**config.mk**
```make
export PLATFORM = sky130hd
export DESIGN_NAME = gemm_tile_scheduler
export DESIGN_NICKNAME = d
export VERILOG_FILES = /design/src/rtl/gemm_tile_scheduler.sv
export SDC_FILE = /design/constraint.sdc
export NUM_CORES = 1
export LEC_CHECK = 0
export ABC_AREA = 1
export BUFFER_PORTS_ARGS = -buffer_cell sky130_fd_sc_hd__buf_2
export CAP_MARGIN = 20
export CORE_UTILIZATION = 40
export DETAILED_ROUTE_END_ITERATION = 8
export SYNTH_ARGS = -nofsm -noshare
export SYNTH_HDL_FRONTEND = slang
export SYNTH_SLANG_ARGS = --single-unit
```
**constraint.sdc**
```tcl
create_clock -name clk -period 3.15 [get_ports clk]
set_clock_uncertainty 0.05 [all_clocks]
set_input_delay 0 -clock clk [delete_from_list [all_inputs] [get_ports clk]]
set_output_delay 0 -clock clk [all_outputs]
set_load 0.05 [all_outputs]
```
**src/rtl/gemm_tile_scheduler.sv**
```systemverilog
// Breaks one GEMM job (D = A*B + C) into a stream of SxS tile commands for control_unit.
// Walks tiles mi -> ni -> ki. Addresses come from running pointers. Issue is throttled by the in-flight tile count.
module gemm_tile_scheduler #(
    parameter int ADDR_WIDTH           = 10,
    parameter int SYSTOLIC_ARRAY_WIDTH = 16,
    parameter int DIM_WIDTH            = 10,
    parameter int MAX_OUTSTANDING      = 4
) (
    input  logic                                   clk,
    input  logic                                   rst,
    input  logic                                   job_valid,
    output logic                                   job_ready,
    input  logic [DIM_WIDTH-1:0]                   job_m,
    input  logic [DIM_WIDTH-1:0]                   job_k,
    input  logic [DIM_WIDTH-1:0]                   job_n,
    input  logic [ADDR_WIDTH-1:0]                  job_base_a,
    input  logic [ADDR_WIDTH-1:0]                  job_base_b,
    input  logic [ADDR_WIDTH-1:0]                  job_base_c,
    input  logic [ADDR_WIDTH-1:0]                  job_base_d,
    output logic                                   cmd_valid,
    input  logic                                   cmd_ready,
    output logic [63:0]                            cmd_data,
    input  logic                                   done_irq,
    output logic                                   busy,
    output logic                                   job_done,
    output logic                                   job_err,
    output logic [$clog2(MAX_OUTSTANDING+1)-1:0]   outstanding
);

    localparam int                    OUT_WIDTH = $clog2(MAX_OUTSTANDING + 1);
    localparam logic [DIM_WIDTH-1:0]  W_DIM     = DIM_WIDTH'(SYSTOLIC_ARRAY_WIDTH);
    localparam logic [ADDR_WIDTH-1:0] W_ADDR    = ADDR_WIDTH'(SYSTOLIC_ARRAY_WIDTH);
    localparam logic [OUT_WIDTH-1:0]  MAX_OUT   = OUT_WIDTH'(MAX_OUTSTANDING);
    localparam logic [OUT_WIDTH-1:0]  ONE       = OUT_WIDTH'(1);

    typedef enum logic [2:0] {
        S_IDLE,
        S_ISSUE,
        S_STALL,
        S_DRAIN,
        S_DONE
    } state_t;

    state_t state;

    // Current tile: elements remaining from the tile origin along each dimension, plus the address pointers.
    logic [DIM_WIDTH-1:0]  rem_m, rem_k, rem_n;
    logic [DIM_WIDTH-1:0]  lat_k, lat_n;
    logic [ADDR_WIDTH-1:0] lat_base_b;
    logic [ADDR_WIDTH-1:0] ptr_a, row_a, ptr_b, ptr_c, ptr_d;
    logic                  ki_nz;

    logic [DIM_WIDTH-1:0]  nxt_rem_m, nxt_rem_k, nxt_rem_n;
    logic [ADDR_WIDTH-1:0] nxt_a, nxt_row_a, nxt_b, nxt_c, nxt_d;
    logic                  nxt_ki_nz;
    logic                  last_m, last_k, last_n, last_tile;
    logic                  xfer, done_eff;
    logic [OUT_WIDTH-1:0]  outstanding_nxt;
    logic                  can_issue_now, can_issue_nxt;

    function automatic logic [7:0] len_of(input logic [DIM_WIDTH-1:0] rem);
        if (rem >= W_DIM)
            return 8'(SYSTOLIC_ARRAY_WIDTH);
        return 8'(rem);
    endfunction

    function automatic logic [63:0] pack_cmd(
        input logic [DIM_WIDTH-1:0]  rm, rk, rn,
        input logic [ADDR_WIDTH-1:0] a, b, c, d
    );
        logic [63:0] p;
        p                                 = '0;
        p[7:0]                            = len_of(rm);
        p[15:8]                           = len_of(rk);
        p[23:16]                          = len_of(rn);
        p[24 +: ADDR_WIDTH]               = a;
        p[24 + ADDR_WIDTH +: ADDR_WIDTH]  = b;
        p[24 + 2*ADDR_WIDTH +: ADDR_WIDTH] = c;
        p[24 + 3*ADDR_WIDTH +: ADDR_WIDTH] = d;
        return p;
    endfunction

    // NOTE: every signal written here gets a default first, so no path leaves it unassigned and no latch is inferred.
    always_comb begin
        last_m    = (rem_m <= W_DIM);
        last_k    = (rem_k <= W_DIM);
        last_n    = (rem_n <= W_DIM);
        last_tile = last_m && last_k && last_n;
        xfer      = cmd_valid && cmd_ready;
        done_eff  = done_irq && (outstanding != '0);

        outstanding_nxt = outstanding;
        if (xfer && !done_eff)
            outstanding_nxt = outstanding + ONE;
        else if (!xfer && done_eff)
            outstanding_nxt = outstanding - ONE;

        nxt_rem_m = rem_m;
        nxt_rem_k = rem_k;
        nxt_rem_n = rem_n;
        nxt_a     = ptr_a;
        nxt_row_a = row_a;
        nxt_b     = ptr_b;
        nxt_c     = ptr_c;
        nxt_d     = ptr_d;
        nxt_ki_nz = ki_nz;
        if (!last_k) begin
            nxt_rem_k = rem_k - W_DIM;
            nxt_a     = ptr_a + W_ADDR;
            nxt_b     = ptr_b + W_ADDR;
            nxt_ki_nz = 1'b1;
        end else begin
            nxt_rem_k = lat_k;
            nxt_ki_nz = 1'b0;
            nxt_c     = ptr_c + W_ADDR;
            nxt_d     = ptr_d + W_ADDR;
            if (!last_n) begin
                // New output column in the same row band: A rewinds to the start of its row.
                nxt_rem_n = rem_n - W_DIM;
                nxt_a     = row_a;
                nxt_b     = ptr_b + W_ADDR;
            end else begin
                nxt_rem_n = lat_n;
                nxt_rem_m = rem_m - W_DIM;
                nxt_a     = ptr_a + W_ADDR;
                nxt_row_a = ptr_a + W_ADDR;
                nxt_b     = lat_base_b;
            end
        end

        // A ki > 0 tile reads the D partial sum, so it waits until no tile is in flight.
        can_issue_now = (outstanding < MAX_OUT) && (!ki_nz || outstanding == '0);
        can_issue_nxt = (outstanding_nxt < MAX_OUT) && (!nxt_ki_nz || outstanding_nxt == '0);
    end

    // NOTE: sequential state uses non-blocking assignments so every register samples pre-edge values.
    always_ff @(posedge clk) begin
        if (rst) begin
            state       <= S_IDLE;
            job_ready   <= 1'b1;
            cmd_valid   <= 1'b0;
            cmd_data    <= '0;
            busy        <= 1'b0;
            job_done    <= 1'b0;
            job_err     <= 1'b0;
            outstanding <= '0;
            rem_m       <= '0;
            rem_k       <= '0;
            rem_n       <= '0;
            lat_k       <= '0;
            lat_n       <= '0;
            lat_base_b  <= '0;
            ptr_a       <= '0;
            row_a       <= '0;
            ptr_b       <= '0;
            ptr_c       <= '0;
            ptr_d       <= '0;
            ki_nz       <= 1'b0;
        end else begin
            outstanding <= outstanding_nxt;
            job_done    <= 1'b0;
            job_err     <= 1'b0;
            case (state)
                S_IDLE: begin
                    if (job_valid) begin
                        if (job_m == '0 || job_k == '0 || job_n == '0) begin
                            job_err <= 1'b1;
                        end else begin
                            rem_m      <= job_m;
                            rem_k      <= job_k;
                            rem_n      <= job_n;
                            lat_k      <= job_k;
                            lat_n      <= job_n;
                            lat_base_b <= job_base_b;
                            ptr_a      <= job_base_a;
                            row_a      <= job_base_a;
                            ptr_b      <= job_base_b;
                            ptr_c      <= job_base_c;
                            ptr_d      <= job_base_d;
                            ki_nz      <= 1'b0;
                            cmd_data   <= pack_cmd(job_m, job_k, job_n, job_base_a,
                                                   job_base_b, job_base_c, job_base_d);
                            cmd_valid  <= 1'b1;
                            busy       <= 1'b1;
                            job_ready  <= 1'b0;
                            state      <= S_ISSUE;
                        end
                    end
                end
                S_ISSUE: begin
                    if (xfer) begin
                        if (last_tile) begin
                            cmd_valid <= 1'b0;
                            state     <= S_DRAIN;
                        end else begin
                            rem_m     <= nxt_rem_m;
                            rem_k     <= nxt_rem_k;
                            rem_n     <= nxt_rem_n;
                            ptr_a     <= nxt_a;
                            row_a     <= nxt_row_a;
                            ptr_b     <= nxt_b;
                            ptr_c     <= nxt_c;
                            ptr_d     <= nxt_d;
                            ki_nz     <= nxt_ki_nz;
                            cmd_data  <= pack_cmd(nxt_rem_m, nxt_rem_k, nxt_rem_n, nxt_a, nxt_b,
                                                  nxt_ki_nz ? nxt_d : nxt_c, nxt_d);
                            cmd_valid <= can_issue_nxt;
                            state     <= can_issue_nxt ? S_ISSUE : S_STALL;
                        end
                    end
                end
                S_STALL: begin
                    if (can_issue_now) begin
                        cmd_valid <= 1'b1;
                        state     <= S_ISSUE;
                    end
                end
                S_DRAIN: begin
                    if (outstanding == '0) begin
                        job_done <= 1'b1;
                        state    <= S_DONE;
                    end
                end
                S_DONE: begin
                    busy      <= 1'b0;
                    job_ready <= 1'b1;
                    state     <= S_IDLE;
                end
                default: state <= S_IDLE;
            endcase
        end
    end

endmodule

```
* After elaboration in Yosys (flattened, before gate mapping)
Cells that the tools add are included.
Storage, ports and cells: word-level logic and storage cells 212, output and inout bits 72, bits of input ports 75, flip-flop bits (word level) 186
Cells by class: bitwise operators 4, multiplexer cells 124, equal/unequal tests 11, $add $sub $neg 9, order comparisons 11, reduce and logical (&&, ||, !) cells 33
Operators by type and width (count):
- 10-bit two-way mux | 43
- 64-bit two-way mux | 4
- 10-bit case mux with 2 select lines | 8
- 64-bit case mux with 2 select lines | 1
- 8-bit two-way mux | 12
- 10-bit by 5-bit greater-or-equal comparator with 1-bit output, second input constant | 6
- 1-bit two-way mux | 42
- 10-bit by 5-bit adder with 10-bit output, second input constant | 4
- 10-bit by 5-bit <= comparator with 1-bit output, second input constant | 3
- 10-bit zero test | 3
- 10-bit by 5-bit subtractor with 10-bit output, second input constant | 3
- 3-bit two-way mux | 7
- 5-bit AND reduction | 3
- 2-bit != test, second input constant | 7
- 3-bit case mux with 4 select lines | 1
- 3-bit zero test | 3
- 1-bit logical AND | 8
- 3-bit by 2-bit == test with 1-bit output, second input constant | 2
- 3-bit < comparator, second input constant | 2
- 1-bit case mux with 2 select lines | 3
- 3-bit AND reduction | 2
- 6-bit AND reduction | 1
- 3-bit nonzero test | 2
- 1-bit logical OR | 4
- other kinds (11) | 18

* Longest topological paths before layout
depth in word-level cells 13, gate-level depth with buffers 16, depth with buffers taken out 15

* Worst setup path after synthesis
Ideal clock, no wire load.
path type register -> register, start register outstanding[0], end register state[1], arrival time 1.916 ns, path buffers 0, cell stages (with the launch flop) 13, data required time 2.968 ns, clock period less this slack 2.098 ns, setup time 0.132 ns, path slack 1.052 ns, cell sequence dfxtp_1 inv_1 ha_1 nand2_1 nand2_1 nand2_1 nand2_1 xor2_1 nand2_1 a21oi_1 nand2_1 nand3_1 a21oi_1
Between the ends: word-level cells in the longest chain between the ends 12, elaborated cells between the ends (all ways) 24, those cells by class add/sub (2); order compare (2); eq/ne (2); mux (6); reduce/logical (12)
RTL lines:
- from (decl) | RTL line 27 | output logic [$clog2(MAX_OUTSTANDING+1)-1:0] outstanding
- from (signal assigned) | RTL line 160 | outstanding <= outstanding_nxt;
- branches (longest 12 deep; another with 3-bit by 1-bit subtractor with 3-bit output)
- to (signal assigned) | RTL line 208 | state <= can_issue_nxt ? S_ISSUE : S_STALL;
- to (decl) | RTL line 44 | state_t state;
Several ways; the timed one is not identified. The select of a mux whose other input is x is not followed. A chain may end at the register's enable or synchronous reset.

* Worst setup path in the final report
start register rem_n[4], end register ptr_c[7]
Between the ends: word-level cells in the longest chain between the ends 4
RTL lines:
- from (decl) | RTL line 47 | logic [DIM_WIDTH-1:0] rem_m, rem_k, rem_n;
- from (signal assigned) | RTL line 171 | rem_n <= job_n;
- from (signal assigned) | RTL line 198 | rem_n <= nxt_rem_n;
- 10-bit by 5-bit <= comparator with 1-bit output | RTL line 87 | last_n = (rem_n <= W_DIM);
- 1-bit logical AND | RTL line 88 | last_tile = last_m && last_k && last_n;
- 2-bit != test (no source line)
- 5-bit AND reduction (no source line)
- to (signal assigned) | RTL line 178 | ptr_c <= job_base_c;
- to (signal assigned) | RTL line 202 | ptr_c <= nxt_c;
- to (decl) | RTL line 50 | logic [ADDR_WIDTH-1:0] ptr_a, row_a, ptr_b, ptr_c, ptr_d;
Every way passes these cells.

==> flow_metrics.tcl <==
set metrics [dict create \
    numPortBuffers 146 \
    fmax_mhz 401 \
    hold_depth 6 \
    leakage_nw 4.82 \
    synth_top_area_share_pct 38.7 \
    place_congestion 0.830 \
    clock_sinks 160 \
    cts_tree "built" \
    yosysMostFrequentCell "nand2_1" \
    r2r_end "ptr_c[7]$_SDFFE_PP0P_" \
    slew_headroom_pct 52.7 \
    avgViaCountPerCell 5.02 \
    slowest_stage "dfxtp_1" \
    cts_resized 0 \
    async_flop_share_pct 0 \
    max_cap_viol_count 0 \
    layout-drive-gt1-share_pct 15.7 \
    syn_area_per_cell_um2 6.79 \
    area_delta_synth_final_pct 26.0 \
    synthTopCellsByArea "dfxtp_1 39%, o21ai_0 10%, nand2_1 9.6%" \
    routed_wl_mm 24.7 \
    cts_root_buf "clkbuf_16" \
    die_h_um 146 \
    endpoint_kind "flop" \
    synth_edf_count 0 \
    avgRoutedWirePerCell_um 14.7 \
    worstMarginPinSlew_ns 0.709 \
    syn_inst 1220 \
    peakVddDrop_mv 0.646 \
    synth.ff_latch_count 160 \
    cts_buffers 17 \
    die-area_um2 21300 \
    setup_viol 0 \
    slew_violations 0 \
    coreArea_um2 20300 \
    min_path_type "input port to flop" \
    min_to "outstanding[0]$_SDFF_PP0_" \
    critPathArrivalTime_ns 2.77 \
    antenna_left 0 \
    overflow 0 \
    reg2reg_slack_ns 0.65 \
    synth_top_cell_by_area "dfxtp_1" \
    insertedDiodeCount 0 \
    die_w_um 146 \
    rsz0062_at_grt "no" \
    vias 8436 \
    crit_path_max_incr_delay_ns 0.40 \
    dr.pass1.iters 5 \
    status "completed" \
    path_clk_slew_ns 0.07 \
    global_route.usage.total_pct 23.4 \
    yosysWarnings 0 \
    drt_iter0_drc 528 \
    ys_top_cells_by_count "211 x nand2_1, 193 x nor2_1, 172 x o21ai_0, 160 x dfxtp_1, 144 x a21oi_1" \
    ys.flop_type "dfxtp_1" \
    clock_latency_ns 0.44 \
    hold_start "cmd_ready" \
    synth_nets 1308 \
    grt_pass1_vias 7768 \
    cp.required_ns 3.43 \
    min_period_ns 2.50 \
    fp-row-count 52 \
    path_class "flop to flop" \
    ios 147 \
    final.setup.tns_ns 0 \
    nets 1487 \
    drc 0 \
    final_hold_viol_count 0 \
    p_per_area_nw_per_um2 1210 \
    crit_chain "inv_1, ha_1, inv_1, nand2_4, nand2_4, nor2_8, nand2_2, nor2_4, nor2_4, buf_4, nand2_1, a21oi_1, nor2_1" \
    grt_antenna_before_repair 0 \
    start_kind "flop" \
    htree_num_levels 4 \
    reg2reg_depth 13 \
    post-route-period-util_pct 79.2 \
    postCtsSetupBuffers 0 \
    grt_pass1_wl_mm 39.8 \
    synth.cell_area_um2 8290 \
    clk_path_buf_depth 2 \
    ys_seq_area_share_pct 38.7 \
    cp_max_fo 40 \
    grt_max_degree 88 \
    r2r-start "rem_n[4]$_SDFFE_PP0P_" \
    hpwl_mm 15.7 \
    yosysUniqueCellTypes 41 \
    whs_ns 0.0887 \
    start_util_pct 40.8 \
]
-- cell usage in the layout (no fill, tap or decap), types with 12 or more instances in the layout --
cell type / instances
dfxtp_1: 160
nor3_1: 12
nand3_1: 60
nor2_1: 193
o21ai_0: 172
dlygate4sd3_1: 73
a21oi_1: 144
clkbuf_16: 17
xor2_1: 17
buf_4: 12
nand2_1: 210
ha_1: 13
buf_2: 146
inv_1: 83
-- power breakdown --
part	total [mW]	internal, mW	switching (mW)
Clock	2.11	1.21	0.904
Combinational	7.12	2.06	5.06
Sequential	3.44	2.84	0.598
-- critical path, delay by kind of cell, from the launching register on --
family	cells	cell delay (ns)
compound gates	1	0.14
buf+inv	3	0.62
fa+ha+maj	1	0.25
flops	1	0.40
simple gates	8	0.93
-- area by class of cell --
| cell class | count | area [um2] |
|---|---|---|
| timing repair buffer | 233 | 1590 |
| clock inverter | 13 | 151 |
| fill | 2076 | 9860 |
| tap | 270 | 338 |
| multi-input combinational | 896 | 4370 |
| inverter | 91 | 348 |
| clock buffer | 19 | 443 |
| sequential | 160 | 3200 |
-- worst max path at each step --
| stage | startpoint | to | slack [ns] | cells past startpoint |
|---|---|---|---|---|
| 2_1_floorplan | outstanding[0]$_SDFF_PP0_ | state[1]$_SDFFE_PP0P_ | 1.05 | 12 |
| 3_3_place_gp | rem_n[4]$_SDFFE_PP0P_ | rem_k[4]$_SDFFE_PP0P_ | 0.68 | 12 |
| 3_5_place_dp | rem_n[4]$_SDFFE_PP0P_ | ptr_c[7]$_SDFFE_PP0P_ | 0.63 | 13 |
| 4_1_cts | rem_n[4]$_SDFFE_PP0P_ | ptr_c[7]$_SDFFE_PP0P_ | 0.63 | 13 |
| 5_1_grt | rem_n[4]$_SDFFE_PP0P_ | ptr_c[8]$_SDFFE_PP0P_ | 0.34 | 13 |
| 6_report | rem_n[4]$_SDFFE_PP0P_ | ptr_c[7]$_SDFFE_PP0P_ | 0.65 | 13 |
-- per-stage QoR --
step	cell area [um2]	setup WS, ns	total power, mW	utilization (%)	instances
after global placement	9120	0.685	10.5	44.9	1577
after global routing	10400	0.342	13.7	51.4	1682
after CTS	10400	0.632	12.8	51.4	1682
after floorplan	8290	1.05	8.95	-	1220
final	10400	0.654	12.7	51.4	1682
after detailed placement	9120	0.629	10.5	44.9	1577
-- flip-flops by register name (all words and copies together), names as in the netlist --
signal and cells:
rem_m 10, busy 1, job_ready 1, state 3, cmd_data 63, row_a 10
rem_n 10, rem_k 10, lat_base_b 10, job_err 1, outstanding 3, ki_nz 1
job_done 1, lat_n 10, cmd_valid 1, ptr_d 5, lat_k 10, ptr_c 10
-- routing by layer --
| metal | vias up | track usage (%) | routed length [um] |
|---|---|---|---|
| met1 | 3805 | 30.4 | 11500 |
| met2 | 226 | 39.1 | 11600 |
| li1 | 4376 | - | - |
| met3 | 29 | 4.58 | 1300 |
| met5 | - | 0 | 0 |
| met4 | 0 | 6.84 | 371 |
-- cell families (layout without fill, tap and decap cells) --
family | Yosys count | in the layout | synth area share, %
and+or+nand+nor | 517 | 517 | 26.6
DFF | 160 | 160 | 38.7
muxes | 3 | 3 | 0.362
adders and majority gates | 13 | 13 | 1.96
xor gates and xnor gates | 24 | 24 | 2.54
buffers and inverters | 164 | 356 | 8.77
AOI/OAI and AO/OA | 339 | 339 | 21.1
-- repair_timing --
action,in CTS,in global routing
hold endpoints to repair,140,0
endpoints found under the setup margin,0,0
hold buffers,73,0
Power figures use the tool's default switching activity.
